===== src/rtl/mdu_pkg.sv =====
// Shared encodings for the iterative multiply/divide unit.
// MDU_MADD_EN enables the MADD/MADDU/MSUB/MSUBU accumulate ops.
package mdu_pkg;

  typedef enum logic [3:0] {
    OP_NONE  = 4'd0,
    OP_MULT  = 4'd1,
    OP_MULTU = 4'd2,
    OP_DIV   = 4'd3,
    OP_DIVU  = 4'd4,
    OP_MTHI  = 4'd5,
    OP_MTLO  = 4'd6,
    OP_MADD  = 4'd7,
    OP_MADDU = 4'd8,
    OP_MSUB  = 4'd9,
    OP_MSUBU = 4'd10
  } op_e;

  typedef enum logic [1:0] {
    ST_IDLE = 2'd0,
    ST_MUL  = 2'd1,
    ST_DIV  = 2'd2
  } state_e;

  function automatic logic op_is_acc(input logic [3:0] op);
`ifdef MDU_MADD_EN
    return (op == OP_MADD) || (op == OP_MADDU) || (op == OP_MSUB) || (op == OP_MSUBU);
`else
    return 1'b0;
`endif
  endfunction

  function automatic logic op_is_mul(input logic [3:0] op);
    return (op == OP_MULT) || (op == OP_MULTU) || op_is_acc(op);
  endfunction

endpackage


===== src/rtl/mdu_div_core.sv =====
// Restoring divider, one quotient bit per cycle on operand magnitudes,
// with sign fix-up applied to the final-step result.
module mdu_div_core
  import mdu_pkg::*;
#(
  parameter int WIDTH = 32
) (
  input  logic             clk,
  input  logic             reset,
  input  logic             load,
  input  logic             abort,
  input  logic             sgn,
  input  logic [WIDTH-1:0] dividend,
  input  logic [WIDTH-1:0] divisor,
  output logic             done,
  output logic [WIDTH-1:0] quotient,
  output logic [WIDTH-1:0] remainder
);

  localparam int CW = $clog2(WIDTH + 1);

  logic [CW-1:0]    cnt;
  logic [WIDTH-1:0] rem, quo, dvs;
  logic             neg_q, neg_r, dz;

  logic             neg_a, neg_b;
  logic [WIDTH-1:0] mag_a, mag_b;
  logic [WIDTH:0]   tmp;
  logic             ge;
  logic [WIDTH-1:0] rem_n, quo_n;

  assign neg_a = sgn & dividend[WIDTH-1];
  assign neg_b = sgn & divisor[WIDTH-1];
  assign mag_a = neg_a ? -dividend : dividend;
  assign mag_b = neg_b ? -divisor : divisor;

  // rem < dvs always holds, so tmp - dvs fits in WIDTH bits when ge.
  // MIN / -1 falls out naturally: |MIN| / 1 = MIN after wrap, remainder 0.
  always_comb begin
    tmp       = {rem, quo[WIDTH-1]};
    ge        = tmp >= {1'b0, dvs};
    rem_n     = ge ? (tmp[WIDTH-1:0] - dvs) : tmp[WIDTH-1:0];
    quo_n     = {quo[WIDTH-2:0], ge};
    quotient  = neg_q ? -quo_n : quo_n;
    remainder = neg_r ? -rem_n : rem_n;
    done      = (cnt == CW'(1)) && !dz;
  end

  always_ff @(posedge clk or posedge reset) begin
    if (reset) begin
      cnt   <= '0;
      rem   <= '0;
      quo   <= '0;
      dvs   <= '0;
      neg_q <= 1'b0;
      neg_r <= 1'b0;
      dz    <= 1'b0;
    end else if (abort) begin
      cnt <= '0;
    end else if (load) begin
      cnt   <= CW'(WIDTH);
      rem   <= '0;
      quo   <= mag_a;
      dvs   <= mag_b;
      neg_q <= neg_a ^ neg_b;
      neg_r <= neg_a;
      dz    <= (divisor == '0);
    end else if (cnt != '0) begin
      cnt <= cnt - CW'(1);
      rem <= rem_n;
      quo <= quo_n;
    end
  end

endmodule


===== src/rtl/mdu_iter.sv =====
// Multiply/divide unit with HI/LO; results commit only on the final busy edge.
// MDU_MADD_EN adds the signed/unsigned multiply-accumulate ops.
module mdu_iter
  import mdu_pkg::*;
#(
  parameter int WIDTH       = 32,
  parameter int MULT_CYCLES = 5,
  parameter int CNT_W       = 6
) (
  input  logic             clk,
  input  logic             reset,
  input  logic             start,
  input  logic [3:0]       op,
  input  logic [WIDTH-1:0] a,
  input  logic [WIDTH-1:0] b,
  input  logic             flush,
  output logic             busy,
  output logic [CNT_W-1:0] busy_cnt,
  output logic [WIDTH-1:0] hi,
  output logic [WIDTH-1:0] lo
);

  state_e state, state_nx;

  logic             is_mul, is_div, go, cnt_last;
  logic             mul_commit, div_commit;
  logic             div_done;
  logic [WIDTH-1:0] div_quo, div_rem;

  logic [WIDTH-1:0]   ma, mb;
  logic               msgn;
  logic [2*WIDTH-1:0] ea, eb, prod, mul_res;
`ifdef MDU_MADD_EN
  logic               macc, msub;
`endif

  assign is_mul   = op_is_mul(op);
  assign is_div   = (op == OP_DIV) || (op == OP_DIVU);
  assign go       = start && !flush && (state == ST_IDLE);
  assign cnt_last = (busy_cnt == CNT_W'(1));

  always_ff @(posedge clk or posedge reset) begin
    if (reset) state <= ST_IDLE;
    else       state <= state_nx;
  end

  always_comb begin
    state_nx = state;
    case (state)
      ST_IDLE: begin
        if (go && is_mul)      state_nx = ST_MUL;
        else if (go && is_div) state_nx = ST_DIV;
      end
      ST_MUL, ST_DIV: if (flush || cnt_last) state_nx = ST_IDLE;
      default: state_nx = ST_IDLE;
    endcase
  end

  always_comb begin
    busy       = (state != ST_IDLE);
    mul_commit = (state == ST_MUL) && cnt_last && !flush;
    div_commit = (state == ST_DIV) && cnt_last && !flush && div_done;
  end

  always_ff @(posedge clk or posedge reset) begin
    if (reset)                busy_cnt <= '0;
    else if (flush)           busy_cnt <= '0;
    else if (go && is_mul)    busy_cnt <= CNT_W'(MULT_CYCLES);
    else if (go && is_div)    busy_cnt <= CNT_W'(WIDTH);
    else if (busy_cnt != '0)  busy_cnt <= busy_cnt - CNT_W'(1);
  end

  always_ff @(posedge clk or posedge reset) begin
    if (reset) begin
      ma   <= '0;
      mb   <= '0;
      msgn <= 1'b0;
`ifdef MDU_MADD_EN
      macc <= 1'b0;
      msub <= 1'b0;
`endif
    end else if (go && is_mul) begin
      ma   <= a;
      mb   <= b;
      msgn <= (op == OP_MULT) || (op == OP_MADD) || (op == OP_MSUB);
`ifdef MDU_MADD_EN
      macc <= op_is_acc(op);
      msub <= (op == OP_MSUB) || (op == OP_MSUBU);
`endif
    end
  end

  // Low 2*WIDTH bits of the extended product are correct for both signednesses.
  always_comb begin
    ea   = {{WIDTH{msgn & ma[WIDTH-1]}}, ma};
    eb   = {{WIDTH{msgn & mb[WIDTH-1]}}, mb};
    prod = ea * eb;
`ifdef MDU_MADD_EN
    // hi/lo cannot change while busy, so they still hold the start-time values.
    if (!macc)     mul_res = prod;
    else if (msub) mul_res = {hi, lo} - prod;
    else           mul_res = {hi, lo} + prod;
`else
    mul_res = prod;
`endif
  end

  always_ff @(posedge clk or posedge reset) begin
    if (reset) begin
      hi <= '0;
      lo <= '0;
    end else begin
      if (go && op == OP_MTHI) hi <= a;
      if (go && op == OP_MTLO) lo <= a;
      if (mul_commit) {hi, lo} <= mul_res;
      if (div_commit) begin
        hi <= div_rem;
        lo <= div_quo;
      end
    end
  end

  mdu_div_core #(.WIDTH(WIDTH)) u_div (
    .clk       (clk),
    .reset     (reset),
    .load      (go && is_div),
    .abort     (flush),
    .sgn       (op == OP_DIV),
    .dividend  (a),
    .divisor   (b),
    .done      (div_done),
    .quotient  (div_quo),
    .remainder (div_rem)
  );

endmodule


===== config.mk =====
export PLATFORM = sky130hd
export DESIGN_NAME = mdu_iter
export DESIGN_NICKNAME = d
export VERILOG_FILES = /design/src/rtl/mdu_pkg.sv /design/src/rtl/mdu_div_core.sv /design/src/rtl/mdu_iter.sv
export SDC_FILE = /design/constraint.sdc
export NUM_CORES = 2
export LEC_CHECK = 0
export ABC_AREA = 0
export BUFFER_PORTS_ARGS = -buffer_cell sky130_fd_sc_hd__buf_4
export CAP_MARGIN = 20
export CORE_ASPECT_RATIO = 0.7
export CORE_MARGIN = 2
export CORE_UTILIZATION = 62
export DETAILED_ROUTE_END_ITERATION = 7
export PLACE_DENSITY = 0.84
export SETUP_SLACK_MARGIN = 0.15
export SYNTH_ARGS = -nofsm -noshare
export SYNTH_HDL_FRONTEND = slang
export SYNTH_SLANG_ARGS = --single-unit

===== constraint.sdc =====
create_clock -name clk -period 14.35 [get_ports clk]
set_clock_uncertainty 0.05 [all_clocks]
set_input_delay 1.435 -clock clk [delete_from_list [all_inputs] [get_ports clk]]
set_output_delay 1.435 -clock clk [all_outputs]
set_load 0.02 [all_outputs]

# Yosys cells after proc, flatten, opt, wreduce, memory -nomap -nowiden
# Index checks and enable logic that the tools add are counted.
totals:
  reg_bits: 242
  in_bits: 72
  output_inout_bits: 71
  word_cells: 102
classes:
  addsub: 7
  multipliers: 1
  order_cmp: 1
  eq_ne: 14
  mux: 26
  bitwise_logic: 6
  n_reduce_logical: 33
ops:
  columns: ["op", "n"]
  rows:
  - ["$mux W32", 15]
  - ["$neg A32 Y32", 4]
  - ["$mul A33 B33 Y64", 1]
  - ["$mux W6", 7]
  - ["$ge A33 B32 Y1", 1]
  - ["$logic_not A32 Y1", 1]
  - ["$sub A32 B32 Y32", 1]
  - ["$eq A4 B3 Y1 const B", 4]
  - ["$eq A6 B1 Y1 const B", 2]
  - ["$logic_and A1 B1 Y1", 12]
  - ["$reduce_bool A6 Y1", 2]
  - ["$sub A6 B1 Y6 const B", 2]
  - ["$reduce_bool A3 Y1", 3]
  - ["$eq A4 B2 Y1 const B", 2]
  - ["$mux W2", 3]
  - ["$reduce_and A2 Y1", 3]
  - ["$logic_or A1 B1 Y1", 5]
  - ["$and A1 B1 Y1", 4]
  - ["$eq A4 B1 Y1 const B", 1]
  - ["$eq A4 B4 Y1 const B", 1]
  - ["$pmux W2 S2", 1]
  - ["$reduce_bool A2 Y1", 2]
  - ["$reduce_bool A4 Y1", 1]
  - ["$ne A3 B1 Y1 const B", 1]
  - ["8 further kinds", 9]

# Longest topological paths before layout
depth:
  depth_word: 7
  depth_mapped: 32
  ltp_nobuf: 30

# Hierarchy
# From an unflattened synthesis, not the netlist that was laid out.
hier_totals:
  cells_unflattened: 6079
  hier_area_um2: 54050.6
modules_own_cells:
  columns: ["mod", "n_inst", "cells_per_inst", "area_each_um2", "seq_area_each_um2"]
  rows:
  - ["mdu_iter", 1, 4791, 44143.6, 3428.3]
  - ["mdu_div_core", 1, 1288, 9907.0, 2627.5]

# Worst setup path after synthesis
# Ideal clock, no wire load.
synth_path:
  kind: "register -> register"
  from: "register mb[6]"
  to: "register hi[30]"
  setup_ns: 0.104
  arrival_time_ns: 7.940
  required_ns: 14.196
  setup_slack_ns: 6.256
  path_stages_with_launch: 29
  path_buffers: 3
  synth_period_minus_slack_ns: 8.094
  path_cell_list: "dfrtp_1 clkbuf_1 clkbuf_1 nand2_1 fa_1 inv_1 fa_1 fa_1 inv_1 fa_1 fa_1 inv_1 fa_1 fa_1 inv_1 fa_1 inv_1 ha_1 clkbuf_1 nand4_1 o41ai_2 o21ai_1 o31ai_2 a21oi_1 o31a_1 o31ai_1 a21oi_1 mux2i_1 a221oi_1"
synth_via:
  elab_chain_len: 3
synth_rtl:
  columns: ["element", "line", "rtl"]
  rows:
  - ["start, declared", "mdu_iter.sv:30", "logic [WIDTH-1:0] ma, mb;"]
  - ["start signal, assigned", "mdu_iter.sv:76", "mb <= '0;"]
  - ["start signal, assigned", "mdu_iter.sv:84", "mb <= b;"]
  - ["$mul A33 B33 Y64", "mdu_iter.sv:97", "prod = ea * eb;"]
  - ["$mux W32", "mdu_iter.sv:115", "if (mul_commit) {hi, lo} <= mul_res;"]
  - ["$mux W32", "mdu_iter.sv:116", "if (div_commit) begin"]
  - ["end signal, assigned", "mdu_iter.sv:115", null]
  - ["end signal, assigned", "mdu_iter.sv:117", "hi <= div_rem;"]
  - ["end, declared", "mdu_iter.sv:19", "output logic [WIDTH-1:0] hi,"]
# No other way between the ends.
# A chain may end at the register's enable or synchronous reset.

# Worst setup path after layout
layout_path:
  from: "register msgn"
  to: "register hi[31]"
layout_via:
  elab_chain_len: 4
  elab_cells_between_ends: 5
  cone_classes: "mul: 1; mux: 2; bitwise: 2"
layout_rtl:
  columns: ["element", "line", "rtl"]
  rows:
  - ["start, declared", "mdu_iter.sv:31", "logic msgn;"]
  - ["start signal, assigned", "mdu_iter.sv:85", "msgn <= (op == OP_MULT) || (op == OP_MADD) || (op == OP_MSUB);"]
  - ["$and A1 B1 Y1, on equally long branches", "mdu_iter.sv:95, mdu_iter.sv:96", null]
  - ["$mul A33 B33 Y64 *", "mdu_iter.sv:97", null]
  - ["$mux W32 *", "mdu_iter.sv:115", null]
  - ["$mux W32 *", "mdu_iter.sv:116", null]
# Every way passes the cells marked *; elsewhere a longest branch is shown, timed or not.

==> flow_summary_export.csv <==
group,metric,value,unit
setup_path,crit_path_max_fanout,23,
grt,grt_antenna_before_repair,4,
place,post-place-ws,5.02,ns
grt,grt_max_degree,119,
yosys,yosysTopAreaCellShare,42.4,%
grt,grtUsageTotal,37.5,%
place,routabilityCongestion,1.02,
flow_run,cap_violations,0,
route,dr_total_vias,42873,
yosys,postSynth.asyncResetShare,100,%
grt,grt.overflow.total,0,
yosys,ys_ff_latch,242,
route,first_pass_iters,6,
run_status,status,"finished, final reports clean",
yosys,yosysUniqueCellTypes,85,
yosys,synth_edf_count,0,
setup_path,crit_type,"reg -> reg",
setup_path,slowest_delay,0.95,ns
clock_network,cts_resized,0,
sta,fin_crit_sh,66.7,%
sta,max_freq,0.104,GHz
yosys,ys_seq_area_share,11.4,%
sta,rsz0062_at_grt,"false",
sta,fin_tns_setup,0,ns
setup_path,critPathLaunchType,"register",
place,hpwl,128,mm
cells_and_area,nets,7335,
clock_network,cts-hold-fix-buffers,0,
grt,first_global_vias,44232,
sta,setup_slack,4.77,ns
yosys,yosys_warnings,0,
cells_and_area,drive_above_1_share,6.58,%
floorplan,die_x,354,um
route,routed_via_density,6.09,
clock_network,cts_max_level,1,
route,wl_per_cell,23.0,um
yosys,synthFlopType,"dfrtp_1",
clock_network,clockBufferDepth,3,
route,drc_errors,0,
route,ant_nets,0,
grt,grt_first_pass_wirelength,256,mm
worst_hold_path,hold_depth,2,
floorplan,core,0.0846,mm2
setup_path,crit_required,14.77,ns
cells_and_area,area_growth,5.28,%
sta,setup_viol,0,
clock_network,clk_pin_slew,0.07,ns
floorplan,num_rows,89,
floorplan,start_util,62.9,%
yosys,synth_area_per_cell,8.94,um2
clock_network,cts-root-buf,"clkbuf_16",
sta,max-slew-margin-rel,29.0,%
setup_path,cpMostUsedCell,"fa_1",
route,drt_iter0_markers,4631,
clock_network,cts_sinks,242,
setup_path,crit_slowest_cell,"fa_1",
sta,slew_violations,0,
clock_network,clk_latency,0.57,ns
place,port_buffers,142,
yosys,synth_area_leaders,"fa_1 (42%), dfrtp_1 (11%), inv_1 (8.4%)",
worst_hold_path,holdCritPathClass,"reg -> reg",
floorplan,io-pin-count,143,
setup_path,r2r_slack,4.77,ns
clock_network,post_cts_buffers,0,
yosys,syn_nets,7406,
route,routed_wl,162,mm
yosys,syn_inst,5953,
sta,final.min_clock_period,9.58,ns
setup_path,cp-end-kind,"register",
clock_network,numCtsBuffers,23,
setup_path,cp_data_arrival_time,9.99,ns
setup_path,reg2reg_depth,26,
yosys,netlist_area,0.0532,mm2
sta,hold_viol_final,0,
yosys,yosysTopAreaCell,"fa_1",
floorplan,dieArea,0.0882,mm2
sta,worst_pin_slew,1.07,ns
clock_network,cts_tree,"done",
floorplan,die_h,249,um
-- cell usage after synthesis (14+ instances only) --
cell	instances
inv_1	1193
fa_1	1126
nand2_1	983
and2_1	361
clkbuf_1	313
o21ai_0	258
ha_1	255
dfrtp_1	242
a21oi_1	196
nor2_1	161
xnor2_1	141
xor2_1	76
mux2_2	67
o211ai_1	41
nor3_1	39
a21o_1	33
and3_1	30
o31ai_1	29
nand3_1	28
a31oi_1	26
mux2i_1	24
nand2b_1	22
nand4_1	22
nor4_1	21
o21a_1	21
o21bai_1	18
or3_1	17
o41ai_1	15
or4_1	15
a211oi_1	14
o22ai_1	14
-- kinds of logic after synthesis --
group / count (synthesis) / share of synthesized area, %
AO/OA/AOI/OAI: 756 / 8.86
XOR/XNOR: 217 / 3.57
adder cells (fa/ha/maj): 1381 / 48.4
buffers and inverters: 1518 / 10.7
flip-flops: 242 / 11.4
multiplexers: 92 / 1.90
AND/OR/NAND/NOR: 1747 / 15.2
-- registers in the layout, indices dropped and copies added (netlist names), 6 cells and up --
| name | flops |
|---|---|
| u_div.cnt | 6 |
| lo | 32 |
| ma | 32 |
| hi | 32 |
| u_div.dvs | 32 |
| u_div.rem | 32 |
| mb | 32 |
| u_div.quo | 32 |
| busy_cnt | 6 |
-- layout by cell type, fill, tap and decap left out, types with 14 or more instances in the layout --
cell type / synthesis / final
a211oi_1: 14 / 14
a21o_1: 33 / 33
a21oi_1: 196 / 195
a31oi_1: 26 / 26
and2_1: 361 / 361
and3_1: 30 / 30
buf_4: 0 / 223
clkbuf_16: 0 / 23
dfrtp_1: 242 / 240
fa_1: 1126 / 1126
ha_1: 255 / 255
inv_1: 1193 / 1192
mux2_2: 67 / 67
mux2i_1: 24 / 24
nand2_1: 983 / 981
nand2b_1: 22 / 22
nand3_1: 28 / 28
nand4_1: 22 / 22
nor2_1: 161 / 161
nor3_1: 39 / 39
nor4_1: 21 / 20
o211ai_1: 41 / 41
o21a_1: 21 / 20
o21ai_0: 258 / 258
o21bai_1: 18 / 17
o22ai_1: 14 / 14
o31ai_1: 29 / 29
o41ai_1: 15 / 15
or3_1: 17 / 17
or4_1: 15 / 14
xnor2_1: 141 / 141
xor2_1: 76 / 76
-- area by class of cell --
cell class                      count  area, um2
Antenna cell                        2       5.00
Clock inverter                     12        158
Fill cell                        6618      28600
Multi-Input combinational cell   4193      41500
Tap cell                         1137       1420
Sequential cell                   242       6060
Inverter                         1194       4490
Timing Repair Buffer              228       1770
Clock buffer                       28        634
-- path summary, 6_finish.rpt --
| path | endpoint | start |
|---|---|---|
| setup / recovery | hi[31]$_DFFE_PP0P_ | msgn$_DFFE_PP0P_ |
| hold / removal | u_div.dvs[27]$_DFFE_PP0P_ | u_div.dvs[27]$_DFFE_PP0P_ |
| setup reg to reg | hi[31]$_DFFE_PP0P_ | msgn$_DFFE_PP0P_ |
| hold reg to reg | u_div.dvs[27]$_DFFE_PP0P_ | u_div.dvs[27]$_DFFE_PP0P_ |
| max in group asynchronous | hi[30]$_DFFE_PP0P_ | reset |
| min in group asynchronous | lo[18]$_DFFE_PP0P_ | reset |
-- per-layer routing --
metal / track usage (%) / share of wire (%) / up-vias
met5: 0 / 0.0080 / -
met4: 12.9 / 4.3 / 2
met3: 11.1 / 14 / 493
met2: 54.3 / 43 / 2904
met1: 54.2 / 39 / 21508
li1: - / - / 17966
-- critical path, delay by kind of cell, from the launching register on --
kind                     cells  cell delay, ns
flip-flops                   1            0.86
buffers and inverters        7            1.09
AO/OA/AOI/OAI                6            1.34
AND/OR/NAND/NOR              4            1.37
adder cells (fa/ha/maj)      9            4.74
-- per-stage QoR --
step / hold WS, ns / area [um2] / instances / util, %
after floorplan: 0.400 / 53200 / 5953 / -
after global placement: 0.412 / 55100 / 6989 / 65.1
after detailed placement: 0.421 / 55100 / 6990 / 65.1
after CTS: 0.437 / 55900 / 7030 / 66.1
after global routing: 0.459 / 56000 / 7036 / 66.2
final: 0.436 / 56000 / 7036 / 66.2
Power is not shown: default switching activity piles up to over one toggle a cycle in this logic, so the estimate is an artifact.
